`config.mk`:
```
export PLATFORM = sky130hd
export DESIGN_NAME = seq_div8_restoring_flat
export DESIGN_NICKNAME = d
export VERILOG_FILES = /design/src/rtl/seq_div8_restoring_pkg.sv /design/src/rtl/seq_div8_restoring_if.sv /design/src/rtl/seq_div8_restoring_sub9b.sv /design/src/rtl/seq_div8_restoring.sv /design/src/flat_wrapper.sv
export SDC_FILE = /design/constraint.sdc
export NUM_CORES = 1
export LEC_CHECK = 0
export CAP_MARGIN = 25
export CORE_MARGIN = 5
export CORE_UTILIZATION = 50
export CTS_BUF_LIST = sky130_fd_sc_hd__clkbuf_2 sky130_fd_sc_hd__clkbuf_4 sky130_fd_sc_hd__clkbuf_8
export CTS_CLUSTER_DIAMETER = 40
export CTS_CLUSTER_SIZE = 10
export DETAILED_ROUTE_END_ITERATION = 10
export GPL_TIMING_DRIVEN = 1
export PLACE_DENSITY = 0.81
export SKIP_CTS_REPAIR_TIMING = 1
export SYNTH_ARGS = -nofsm -noshare
export SYNTH_HDL_FRONTEND = slang
export SYNTH_SLANG_ARGS = --single-unit
```
`constraint.sdc`:
```
create_clock -name clk -period 4.25 [get_ports clk]
set_input_delay 0.85 -clock clk [delete_from_list [all_inputs] [get_ports clk]]
set_output_delay 0.85 -clock clk [all_outputs]
set_load 0.01 [all_outputs]
```
`src/rtl/seq_div8_restoring_pkg.sv`:
```
// Shared definitions for the sequential restoring divider: state encoding,
// default width and the quotient presented on divide-by-zero.
package div_pkg;

    localparam int WIDTH_DEF = 8;

    // Wide enough for any practical WIDTH; the top slices off what it needs.
    localparam logic [63:0] DIV0_Q = '1;

    typedef enum logic [1:0] {
        S_IDLE = 2'd0,
        S_CALC = 2'd1,
        S_FIN  = 2'd2
    } state_t;

endpackage

```
`src/rtl/seq_div8_restoring_if.sv`:
```
// Operand/result bus of the divider, shared in shape with the multiplier tops.
// master drives start and operands; slave returns results and status.
interface seq_div8_restoring_if
    import div_pkg::*;
#(
    parameter int WIDTH = WIDTH_DEF
) ();

    logic             start;
    logic [WIDTH-1:0] A;
    logic [WIDTH-1:0] B;
    logic [WIDTH-1:0] Q;
    logic [WIDTH-1:0] R;
    logic             busy;
    logic             done;
    logic             dz;

    modport master (
        output start, A, B,
        input  Q, R, busy, done, dz
    );

    modport slave (
        input  start, A, B,
        output Q, R, busy, done, dz
    );

endinterface

```
`src/rtl/seq_div8_restoring_sub9b.sv`:
```
// Ripple-borrow subtractor S = X - Y built as X + ~Y + 1 over chained full-adder cells.
// Purely combinational; borrow is the inverted final carry.
module fa1 (
    input  logic a,
    input  logic b,
    input  logic ci,
    output logic s,
    output logic co
);

    assign s  = a ^ b ^ ci;
    assign co = (a & b) | (ci & (a ^ b));

endmodule

module sub9b #(
    parameter int N = 9
) (
    input  logic [N-1:0] x,
    input  logic [N-1:0] y,
    output logic [N-1:0] s,
    output logic         borrow
);

    logic [N:0] c;

    assign c[0] = 1'b1;

    genvar i;
    generate
        for (i = 0; i < N; i++) begin : g_bit
            fa1 u_fa (
                .a  (x[i]),
                .b  (~y[i]),
                .ci (c[i]),
                .s  (s[i]),
                .co (c[i+1])
            );
        end
    endgenerate

    assign borrow = ~c[N];

endmodule

```
`src/rtl/seq_div8_restoring.sv`:
```
// Restoring unsigned divider Q=A/B, R=A%B, one quotient bit per clock.
// Latency WIDTH+2 edges start->done (2 for B=0); start is ignored while busy, nothing is queued.
module seq_div8_restoring
    import div_pkg::*;
#(
    parameter int WIDTH = WIDTH_DEF,
    parameter int CNT_W = 4
) (
    input  logic                 clk,
    input  logic                 rst_n,
    seq_div8_restoring_if.slave  bus
);

    state_t           state;
    state_t           state_nxt;
    logic [CNT_W-1:0] cnt;
    logic [WIDTH-1:0] rem_r;
    logic [WIDTH-1:0] quo_r;
    logic [WIDTH-1:0] div_r;
    logic [WIDTH-1:0] q_r;
    logic [WIDTH-1:0] r_r;
    logic             dz_r;
    logic             done_r;
    logic [WIDTH:0]   part;
    logic [WIDTH:0]   trial;
    logic             borrow;
    logic             fits;
    logic             last_iter;

    assign part      = {rem_r, quo_r[WIDTH-1]};
    assign last_iter = (cnt == CNT_W'(WIDTH - 1));

    sub9b #(
        .N (WIDTH + 1)
    ) u_sub (
        .x      (part),
        .y      ({1'b0, div_r}),
        .s      (trial),
        .borrow (borrow)
    );

    // rem_r < div_r keeps a successful trial below 2^WIDTH, so its MSB is zero here.
    assign fits = ~borrow & ~trial[WIDTH];

    always_comb begin
        state_nxt = state;
        case (state)
            S_IDLE:  if (bus.start) state_nxt = (bus.B == '0) ? S_FIN : S_CALC;
            S_CALC:  if (last_iter) state_nxt = S_FIN;
            S_FIN:   state_nxt = S_IDLE;
            default: state_nxt = S_IDLE;
        endcase
    end

    always_ff @(posedge clk or negedge rst_n) begin
        if (!rst_n) state <= S_IDLE;
        else        state <= state_nxt;
    end

    always_ff @(posedge clk or negedge rst_n) begin
        if (!rst_n) begin
            cnt    <= '0;
            rem_r  <= '0;
            quo_r  <= '0;
            div_r  <= '0;
            q_r    <= '0;
            r_r    <= '0;
            dz_r   <= 1'b0;
            done_r <= 1'b0;
        end else begin
            done_r <= 1'b0;
            case (state)
                S_IDLE: begin
                    if (bus.start) begin
                        quo_r <= bus.A;
                        div_r <= bus.B;
                        rem_r <= '0;
                        cnt   <= '0;
                        dz_r  <= 1'b0;
                    end
                end
                S_CALC: begin
                    rem_r <= fits ? trial[WIDTH-1:0] : part[WIDTH-1:0];
                    quo_r <= {quo_r[WIDTH-2:0], fits};
                    cnt   <= cnt + CNT_W'(1);
                end
                S_FIN: begin
                    done_r <= 1'b1;
                    // A zero divisor skips CALC, so quo_r still holds the captured dividend.
                    if (div_r == '0) begin
                        q_r  <= DIV0_Q[WIDTH-1:0];
                        r_r  <= quo_r;
                        dz_r <= 1'b1;
                    end else begin
                        q_r  <= quo_r;
                        r_r  <= rem_r;
                        dz_r <= 1'b0;
                    end
                end
                default: ;
            endcase
        end
    end

    assign bus.Q    = q_r;
    assign bus.R    = r_r;
    assign bus.dz   = dz_r;
    assign bus.done = done_r;
    assign bus.busy = (state == S_CALC) || (state == S_FIN);

endmodule

```
`src/flat_wrapper.sv`:
```
// flat-port wrapper written by rule: the top's interface ports become plain ports
module seq_div8_restoring_flat import div_pkg::*;
#(
    parameter int WIDTH = WIDTH_DEF,
    parameter int CNT_W = 4
)
  (clk, rst_n, bus_start, bus_A, bus_B, bus_Q, bus_R, bus_busy, bus_done, bus_dz);
  seq_div8_restoring_if #(.WIDTH(WIDTH)) bus_i ();
  input  logic clk;
  input  logic rst_n;
  input wire logic [$bits(bus_i.start)-1:0] bus_start;
  input wire logic [$bits(bus_i.A)-1:0] bus_A;
  input wire logic [$bits(bus_i.B)-1:0] bus_B;
  output wire logic [$bits(bus_i.Q)-1:0] bus_Q;
  output wire logic [$bits(bus_i.R)-1:0] bus_R;
  output wire logic [$bits(bus_i.busy)-1:0] bus_busy;
  output wire logic [$bits(bus_i.done)-1:0] bus_done;
  output wire logic [$bits(bus_i.dz)-1:0] bus_dz;
  assign bus_i.start = bus_start;
  assign bus_i.A = bus_A;
  assign bus_i.B = bus_B;
  assign bus_Q = bus_i.Q;
  assign bus_R = bus_i.R;
  assign bus_busy = bus_i.busy;
  assign bus_done = bus_i.done;
  assign bus_dz = bus_i.dz;
  seq_div8_restoring #(.WIDTH(WIDTH), .CNT_W(CNT_W)) u_core (.clk(clk), .rst_n(rst_n), .bus(bus_i));
endmodule
```
=== Word level (Yosys, flattened, before mapping) ===
Cells that the tools add are included.

* Bits in registers: 48

* $add $sub $neg: 1
* Equality and inequality tests: 5
* Muxes and demuxes: 17
* Bitwise gates (word level): 53
* Reductions and logical operators: 10

{| class="wikitable"
|+ Operators with widths
! operator !! count
|-
| two-way mux 8 bit || 5
|-
| one-hot mux 8 bit (2 select lines) || 2
|-
| bitwise AND 1 bit || 17
|-
| zero test 8 bit || 2
|-
| bitwise XOR 1 bit || 16
|-
| inverter 1 bit || 11
|-
| OR 1 bit || 9
|-
| one-hot mux 4 bit (2 select lines) || 1
|-
| AND reduction 2 bit || 4
|-
| two-way mux 2 bit || 3
|-
| adder 4 x 1 -> 4 bit (second input constant) || 1
|-
| == test 4 x 3 -> 1 bit (second input constant) || 1
|-
| two-way mux 4 bit || 1
|-
| one-hot mux 2 bit (2 select lines) || 1
|-
| nonzero test 2 bit || 2
|-
| two-way mux 1 bit || 3
|-
| == test 2 x 1 -> 1 bit (second input constant) || 1
|-
| == test 2 bit (second input constant) || 1
|-
| zero test 2 bit || 1
|-
| != test 2 x 1 -> 1 bit (second input constant) || 1
|-
| != test 2 bit (second input constant) || 1
|-
| one-hot mux 1 bit (2 select lines) || 1
|-
| logical OR 1 bit || 1
|}

=== Longest topological paths before layout ===
* Depth after elaboration: 22
* Depth in mapped cells: 13
* Depth with buffers taken out: 13

=== Hierarchy ===
From an unflattened synthesis, not the netlist that was laid out.

* Cell total of the unflattened synthesis: 240
* Area, all modules: 2518.7 µm²

{| class="wikitable"
|+ Modules (own cells, without submodules)
! module !! times used !! cells each !! area each (µm²) !! sequential area each (µm²)
|-
| seq_div8_restoring || 1 || 220 || 2297.2 || 1201.2
|-
| fa1 || 9 || 1 || 20.0 || 0.0
|-
| sub9b || 1 || 11 || 41.3 || 0.0
|}

=== Worst setup path before layout ===
Ideal clock, no wire load.

* Path kind: reg-to-reg
* From: register u_core.quo_r[7]
* To: register u_core.rem_r[6]
* Setup time: 0.122 ns
* Data arrival time: 4.085 ns
* Required time: 4.128 ns
* Slack: 0.043 ns
* Cell stages (with the launch flop): 14
* Path buffers: 0
* Clock period less this slack: 4.207 ns
* Path through: dfrtp_1 > inv_1 > ha_1 > fa_1 > fa_1 > fa_1 > fa_1 > fa_1 > fa_1 > inv_1 > fa_1 > xor2_1 > nand2_1 > a32o_1

* Longest elaborated chain between the ends: 21

{| class="wikitable"
|+ Ends and longest elaborated chain
! item !! line !! source
|-
| from (decl) || seq_div8_restoring.sv:18 || <nowiki>logic [WIDTH-1:0] quo_r;</nowiki>
|-
| from (signal assigned) || seq_div8_restoring.sv:75 || <nowiki>quo_r <= bus.A;</nowiki>
|-
| from (signal assigned) || seq_div8_restoring.sv:84 || <nowiki>quo_r <= {quo_r[WIDTH-2:0], fits};</nowiki>
|-
| bitwise AND 1 bit / bitwise XOR 1 bit (equally long branches) || seq_div8_restoring_sub9b.sv:12 || <nowiki>assign co = (a & b) | (ci & (a ^ b));</nowiki>
|-
| OR 1 bit (*) || seq_div8_restoring_sub9b.sv:12 ||
|-
| bitwise AND 1 bit (*) || seq_div8_restoring_sub9b.sv:12 ||
|-
| OR 1 bit (*) || seq_div8_restoring_sub9b.sv:12 ||
|-
| bitwise AND 1 bit (*) || seq_div8_restoring_sub9b.sv:12 ||
|-
| OR 1 bit (*) || seq_div8_restoring_sub9b.sv:12 ||
|-
| bitwise AND 1 bit (*) || seq_div8_restoring_sub9b.sv:12 ||
|-
| OR 1 bit (*) || seq_div8_restoring_sub9b.sv:12 ||
|-
| [... 5 more ...] || -- ||
|-
| OR 1 bit || seq_div8_restoring_sub9b.sv:12 ||
|-
| bitwise AND 1 bit || seq_div8_restoring_sub9b.sv:12 ||
|-
| OR 1 bit || seq_div8_restoring_sub9b.sv:12 ||
|-
| bitwise AND 1 bit / bitwise XOR 1 bit (equally long branches) || seq_div8_restoring_sub9b.sv:12, seq_div8_restoring_sub9b.sv:11 ||
|-
| OR 1 bit / inverter 1 bit (equally long branches) || seq_div8_restoring_sub9b.sv:12, seq_div8_restoring.sv:43 ||
|-
| bitwise AND 1 bit || seq_div8_restoring.sv:43 || <nowiki>assign fits = ~borrow & ~trial[WIDTH];</nowiki>
|-
| two-way mux 8 bit (*) || seq_div8_restoring.sv:83 || <nowiki>rem_r <= fits ? trial[WIDTH-1:0] : part[WIDTH-1:0];</nowiki>
|-
| one-hot mux 8 bit (2 select lines) (*) || seq_div8_restoring.sv:72 || <nowiki>case (state)</nowiki>
|-
| to (signal assigned) || seq_div8_restoring.sv:83 ||
|-
| to (decl) || seq_div8_restoring.sv:17 || <nowiki>logic [WIDTH-1:0] rem_r;</nowiki>
|}

Every way passes the cells marked *; elsewhere a longest branch is shown, timed or not.
A chain may end at the register's enable or synchronous reset.

=== Worst setup path after layout ===
Same ends and word-level chain as after synthesis.

==> reports/metrics.cfg <==
[status]
status = completed

[route]
viasPerCell = 5.60
met3_length_um = 325
drt-total-wl_um = 5480
maxUsedRoutingLayer = met4
post-route-drc-count = 0
wl_met1_um = 2400
wl_met2_um = 2670
drtPass1Iterations = 4
drtAntennaViolNets = 0
drt_iter0_drc = 129
num_vias = 1914
wire_per_inst_um = 16.0

[logic_synthesis]
syn_area_um2 = 2480
syn_nets = 270
yosysWarnings = 0
ys_seq_elements = 48
synth_async_sr_flop_share = 1.00
yosysUniqueCellTypes = 35
synth_flop_cell = dfrtp_1
avgSynthCellArea_um2 = 10.4
ys_seq_area_frac = 0.484
syn_inst = 239
synth_edf_count = 0

[final_layout]
final_layout_size_suffix_gt1_frac = 0.124
nNetsFinal = 305
nFillCells = 407
fin_area_um2 = 3060
regArea_um2 = 1200
multi_input_area_um2 = 1170
n_antenna_cell = 0
syn2layout_area_growth_pct = 23.3

[sta]
finalSetupTns_ns = 0
finalClockSkew_ns = 0.00585
maxSlewViolCount = 0
setup_viol = 0
max-slew-margin-rel = 0.366
fmax_ghz = 0.245
fin_crit_sh = 0.962
report.final.hold_viol_count = 0
layout_min_cycle_time_ns = 4.09
rsz0062_at_grt = no
tightest_slew_ns = 0.944
worst_slack_ns = 0.161
whs_ns = 0.483

[critical_path]
endpoint_kind = flop
critPathTopFamily = adder cells
required_ns = 4.44
regToRegSetupSlack_ns = 0.16
start_kind = flop
critPathArrivalTime_ns = 4.28
worst-path-buf-inv = 3
path_max_fanout = 8
max_stage_delay_ns = 0.42
crit_slowest_cell = fa_1
crit_type = flop to flop
cp_common_cell = fa_2
cp_cell_sequence = inv_1 -> ha_1 -> fa_1 -> fa_2 -> fa_2 -> fa_2 -> fa_1 -> fa_1 -> inv_1 -> fa_2 -> xor2_1 -> buf_4 -> nand2_1 -> a32o_1

[cts]
clkSlewWorstSetupHoldPaths_ns = 0.09
numCtsBuffers = 5
clk_latency_ns = 0.30
htree_levels = 2
numClockSinks = 48
cts_tree = yes
cts-root-buf = clkbuf_8
clk_path_buf_depth = 2

[floorplan]
die_x_um = 80.4
die_y_um = 80.4
coreArea_um2 = 4750
initial_core_util = 0.522
die-area_um2 = 6470
rows = 25
io_pins = 38

[power]
p_leak_nw = 1.28
power_mw = 2.54
peakVddDrop_mv = 0.417
p_per_area_nw_per_um2 = 831

[placement]
port_buffers = 37
placed_cell_area_um2 = 2920
place.gp.congestion = 0.798
post-place-ws_ns = -0.104
hpwl_um = 3880

[global_routing]
track_usage = 0.181
grt_pass1_wl_um = 8940
antenna_found_initial = 0
grt_max_degree = 32
gr-total-overflow = 0
grt_pass1_vias = 1807

[run]
maxCapViolations = 0

[hold_path]
hold_path_class = primary input to async pin

==> flip-flops by register name, indices dropped and copies added (netlist names) <==
name             cells
u_core.bus.Q         8
u_core.bus.R         8
u_core.bus.done      1
u_core.bus.dz        1
u_core.cnt           4
u_core.div_r         8
u_core.quo_r         8
u_core.rem_r         8
u_core.state         2
==> cells by family (layout without fill, tap and decap cells) <==
family	count (synthesis)	in the layout	synth area share
AOI/OAI and AO/OA	60	60	0.150
xor gates and xnor gates	2	2	0.00706
adders and majority gates	12	12	0.0817
buffers and inverters	28	64	0.0510
DFF	48	48	0.484
muxes	19	19	0.0863
and+or+nand+nor	70	70	0.140
==> where the power goes <==
| group | leakage [nW] | switching, mW | internal [mW] | total [mW] |
|---|---|---|---|---|
| clock | 0.0586 | 0.153 | 0.181 | 0.334 |
| sequential | 0.585 | 0.202 | 0.672 | 0.874 |
| combinational | 0.637 | 0.687 | 0.646 | 1.33 |
| total | 1.28 | 1.04 | 1.50 | 2.54 |
==> path summary, 6_finish.rpt <==
path | start | to | cells after the start
worst max-delay path | u_core.quo_r[7] | u_core.rem_r[6] | 14
worst min-delay path | rst_n | u_core.quo_r[7] | 1
worst max register to register | u_core.quo_r[7] | u_core.rem_r[6] | 14
worst min register to register | u_core.bus.Q[3] | u_core.bus.Q[3] | 2
max in group asynchronous | rst_n | u_core.rem_r[4] | 2
min in group clk | u_core.bus.Q[3] | u_core.bus.Q[3] | 2
==> cells in the final DEF, fill, tap and decap left out, types with 2 or more instances in the layout <==
cell type	count
nand2_1	28
nand2b_1	3
a32o_1	7
nor4_1	2
nand3_1	9
buf_4	4
dfrtp_1	48
nor3_1	2
a21oi_1	18
nor2_1	17
mux2_2	9
ha_1	5
clkdlybuf4s50_1	36
a22o_1	2
o21ai_0	10
a31oi_1	9
fa_2	4
clkbuf_8	5
inv_1	13
nor4_4	2
nand3b_1	2
o21ai_1	10
mux2i_1	9
or4_1	2
fa_1	3
==> synthesized netlist by cell type (3+ instances only) <==
library cell / number / area (um^2)
o21ai_0: 10 / 50.1
inv_1: 13 / 48.8
fa_1: 7 / 140
dfrtp_1: 48 / 1200
mux2_2: 9 / 101
nand2_1: 28 / 105
ha_1: 5 / 62.6
nor2_1: 17 / 63.8
nand3_1: 9 / 45.0
a21oi_1: 18 / 90.1
buf_2: 8 / 40.0
clkbuf_1: 5 / 18.8
a32o_1: 7 / 70.1
a31oi_1: 9 / 56.3
o21ai_1: 10 / 50.1
mux2i_1: 9 / 90.1
nand2b_1: 3 / 18.8
==> metrics by stage <==
step            util  cells
6_report       0.643    342
5_1_grt        0.643    342
4_1_cts        0.638    341
3_5_place_dp   0.614    333
3_3_place_gp   0.604    331
2_1_floorplan      -    239
==> final cells by class <==
class / instances / share of cell area
tap: 67 / 0.0274
inverter: 13 / 0.0160
multi-input combinational: 163 / 0.383
clock inverter: 2 / 0.0115
sequential: 48 / 0.393
clock buffer: 6 / 0.0250
timing repair buffer: 43 / 0.145
==> layer usage <==
layer	global-route usage	vias to the layer above
met3	0.0381	9
li1	-	905
met2	0.296	58
met1	0.243	942
met5	0	-
met4	0.0507	0
Note: power is estimated with default switching activity, not from simulation.
==> RTL edit 1, RTL diff (same flow settings) <==
`WIDTH_DEF`: 8 -> 6.
--- a/src/rtl/seq_div8_restoring_pkg.sv
+++ b/src/rtl/seq_div8_restoring_pkg.sv
@@ -2,7 +2,7 @@
 // default width and the quotient presented on divide-by-zero.
 package div_pkg;
 
-    localparam int WIDTH_DEF = 8;
+    localparam int WIDTH_DEF = 6;
 
     // Wide enough for any practical WIDTH; the top slices off what it needs.
     localparam logic [63:0] DIV0_Q = '1;
Interface: changed (resized bus_A, bus_B, bus_Q and bus_R); port bits go from 38 to 30. The function was not compared with the original's and may differ.
==> RTL edit 1 against the unedited design <==
  * Final area fell by 21%
  * Sequential cell count fell by 10
  * Die area fell by 18%
  * Worst setup slack improved by 0.66 ns
  * Largest power group unchanged
  * Maximum frequency rose by 19%
  * Critical endpoint is now u_core.rem_r[3]
  * Area after synthesis fell by 20%
  * Power fell by 26%
  * Routed wire length fell by 26%
==> RTL edit 1: results (changes against the unedited design) <==
Placed design
  • GPL Wtd Cong: 0.860 (+7.8%)
  • Post-place instance area: 2290 um2 (-22%)
  • Place WS: 0.843 ns (+0.947 ns)
  • IO Port Bufs: 29 (-22%)

Final layout
  • Share of cells above drive strength 1: 9.91% (-2.5 points)
  • Fillers: 355 (-13%)
  • Final-stage net count: 247 (-19%)

STA
  • Final Skew: 0.00646 ns (+0.000606 ns)
  • Slew HR: 36.7% (about the same)

Global route
  • Met2 Use GR: 27.5% (-2.1 points)
  • GRT Overall Usage: 17.0% (-1.1 points)
  • Grt met3 use: 3.58% (-0.23 points)
  • First-pass GRT wire length: 7000 um (-22%)
  • Pin count of the biggest net entering global routing: 39 (+22%)
  • GRT met1 Usage: 22.0% (-2.3 points)

Worst setup path
  • Crit Path Max Fanout: 5 (-3)
  • Worst r2r path cells: 11 (-3)

Route
  • WL met3: 209 um (-36%)
  • WL met1: 1820 um (-24%)
  • Met2 Wirelength: 1990 um (-26%)
  • Wire length per cell: 15.0 um (-6.5%)
  • Initial DRC Count: 114 (-12%)

Min path
  • Worst Hold Depth: 2
  • Min-delay worst type: reg -> reg

Pwr
  • LEAKAGE: 1.04 nW (-19%)
  • Logic pwr share: 45.5% (-6.9 points)
  • Clock Power Share: 19.5% (+6.4 points)
  • Internal power: 0.00116 W (-22%)
  • Tot Pwr: 0.00189 W (-26%)
  • Peak supply drop: 420 uV (+0.85%)
  • PwrDens: 777 nW/um2 (-6.5%)

Yosys
  • Register area share after synthesis: 47.9% (-0.55 points)
  • Commonest cells in the netlist: 38 x dfrtp_1, 22 x nand2_1, 16 x nor2_1, 14 x a21oi_1, 13 x o21ai_1
  • Syn Inst Count: 194 (-19%)
  • Cell variety after synth: 34 (-2.9%)
  • Post-synth net total: 220 (-19%)

Run status
  • Status: completed
RTL edit 1: logic make-up after synthesis:
group | Yosys count | share of synthesized area (%)
fa+ha+maj | 11 | 8.82
simple gates | 57 | 13.9
flops | 38 | 47.9
compound gates | 50 | 15.6
xor+xnor | 2 | 1.26
buf+inv | 21 | 4.66
mux | 15 | 7.94
RTL edit 1: path summary, 6_finish.rpt:
path	end	start	slack, ns
hold / removal	u_core.bus.dz	u_core.bus.dz	0.50
max in group asynchronous	u_core.div_r[2]	rst_n	3.07
min in group asynchronous	u_core.rem_r[1]	rst_n	0.66
setup reg to reg	u_core.rem_r[3]	u_core.quo_r[5]	0.82
setup / recovery	u_core.rem_r[3]	u_core.quo_r[5]	0.82
hold reg to reg	u_core.bus.dz	u_core.bus.dz	0.50
RTL edit 1: area by class of cell:
class                   count  share of cell area [%]
inverters                  11                    1.70
clock inverters             3                    2.84
repair buffers             30                    12.1
clock buffers               5                    2.84
flip-flops and latches     38                    39.2
multi-input cells         135                    38.8
well taps                  50                    2.58
==> RTL edit 2, RTL diff (same flow settings) <==
Without the edit above. Re-encode `state_t` (3 states) as one-hot, 3 bits wide.
--- a/src/rtl/seq_div8_restoring_pkg.sv
+++ b/src/rtl/seq_div8_restoring_pkg.sv
@@ -7,10 +7,10 @@
     // Wide enough for any practical WIDTH; the top slices off what it needs.
     localparam logic [63:0] DIV0_Q = '1;
 
-    typedef enum logic [1:0] {
-        S_IDLE = 2'd0,
-        S_CALC = 2'd1,
-        S_FIN  = 2'd2
+    typedef enum logic [2:0] {
+        S_IDLE = 3'b001,
+        S_CALC = 3'b010,
+        S_FIN  = 3'b100
     } state_t;
 
 endpackage
Behaviour: same outputs for any inputs over 10 cycles, from zero or initial values and one cycle with rst_n low; not proved beyond that.
==> RTL edit 2 against the unedited design <==
  * Sequential cell count grew 1
  * Routed wire length shrank 12%
  * Clock power increased by 15%
  * Worst setup slack gained 0.082 ns
  * Power is 23% lower
  * Area after synthesis down 2.7%
  * Final area decreased by 2.0%
  * Synthesized cell count decreased by 4.6%
  * Non-clock buffer count did not move
  * Critical path type unchanged
==> RTL edit 2: results (changes against the unedited design) <==
Run status
  • Status: completed

Placed design
  • GPL Wtd Cong: 0.805 (+0.95%)
  • DP HPWL: 3600 um (-7.3%)

Final layout
  • Fillers: 365 (-10%)
  • Share of cells above drive strength 1: 12.1% (-0.29 points)
  • Final-stage net count: 292 (-4.3%)

Yosys
  • Register area share after synthesis: 50.9% (+2.4 points)
  • Predominant post-synthesis flop cell: dfrtp_1
  • Synth area leaders: dfrtp_1 50%, fa_1 5.8%, nand2_1 5.4%
  • Commonest cells in the netlist: 48 x dfrtp_1, 35 x nand2_1, 13 x inv_1, 12 x nor2_1, 11 x nand3_1
  • Post-synth net total: 256 (-5.2%)
  • Cell variety after synth: 42 (+20%)

Route
  • Initial DRC Count: 113 (-12%)
  • Drt first pass iters: 4 (unchanged)
  • Met2 Wirelength: 2320 um (-13%)
  • WL met1: 2160 um (-10%)
  • Vias: 1820 (-4.9%)
  • Wirelength, routed: 4830 um (-12%)
  • WL met3: 343 um (+5.5%)

Global route
  • Pin count of the biggest net entering global routing: 31 (-3.1%)
  • GRT Overall Usage: 16.9% (-1.2 points)
  • First-pass GRT wire length: 8520 um (-4.6%)

Worst setup path
  • Critical R2R Capture: u_core.rem_r[4]
  • Reg-to-reg setup timing slack: 0.24 ns (+0.08 ns)
  • Worst path slowest cell: fa_1
  • Critical Path AT: 4.24 ns (-0.04 ns)
  • Crit Path Max Fanout: 10 (+2)

Min path
  • Min-delay src: u_core.bus.R[7]
  • Min-delay worst type: reg -> reg

Pwr
  • LEAKAGE: 1.36 nW (+5.9%)
  • Net switching power: 0.000710 W (-32%)
  • Peak supply drop: 273 uV (-35%)

STA
  • Worst slew pin tran: 0.900 ns (-0.0437 ns)
  • Final Skew: 0.0119 ns (+0.00600 ns)

Clock tree
  • CTS clk-pin slew, worst paths: 0.09 ns (about the same)
-- RTL edit 2: cell types whose count changed after synthesis, sizes merged, moves of 6 or more --
cell,delta
a21oi,-9
a22o,+6
a32o,-6
nand2,+8
nand4,+8
o211ai,+8
o21ai,-18
-- RTL edit 2: through the flow --
step / instances / area (um2) / hold slack, ns / worst slack, ns
CTS: 318 / 2980 / 0.496 / 0.000655
detailed placement: 310 / 2840 / 0.476 / 0.0301
global placement: 309 / 2820 / 0.469 / 0.0775
finish: 319 / 3000 / 0.489 / 0.243
floorplan: 228 / 2410 / 0.488 / 0.0192
global route: 319 / 3000 / 0.514 / 0.0409
-- RTL edit 2: cell families (layout without fill, tap and decap cells) --
family / Yosys count / count (layout) / share of synthesized area [%]
AOI/OAI and AO/OA: 42 / 42 / 12.0
xor gates and xnor gates: 2 / 2 / 1.04
adders and majority gates: 9 / 9 / 6.85
buffers and inverters: 28 / 65 / 4.82
DFF: 49 / 49 / 50.9
muxes: 14 / 14 / 6.38
and+or+nand+nor: 84 / 84 / 18.0
-- RTL edit 2: metal layers --
layer	vias to the layer above	track usage [%]
met4	0	3.09
met5	-	0
met1	879	21.9
li1	877	-
met2	62	28.8
met3	2	4.29
-- RTL edit 2: final cells by class --
type,instances,area share (%)
Tap cell,54,2.25
Clock inverter,3,2.17
Multi-Input combinational cell,151,36.1
Clock buffer,5,2.30
Timing Repair Buffer,43,14.5
Inverter,14,1.75
Sequential cell,49,40.9
-- RTL edit 2: power groups by stage --
stage                     sequential (W)  clock (W)  combinational (W)
final                           0.000735   0.000385           0.000827
after global routing            0.000758   0.000410           0.000949
after detailed placement        0.000744          0           0.000809
after floorplan                 0.000708          0           0.000589
after CTS                       0.000734   0.000392           0.000813
after global placement          0.000733          0           0.000791
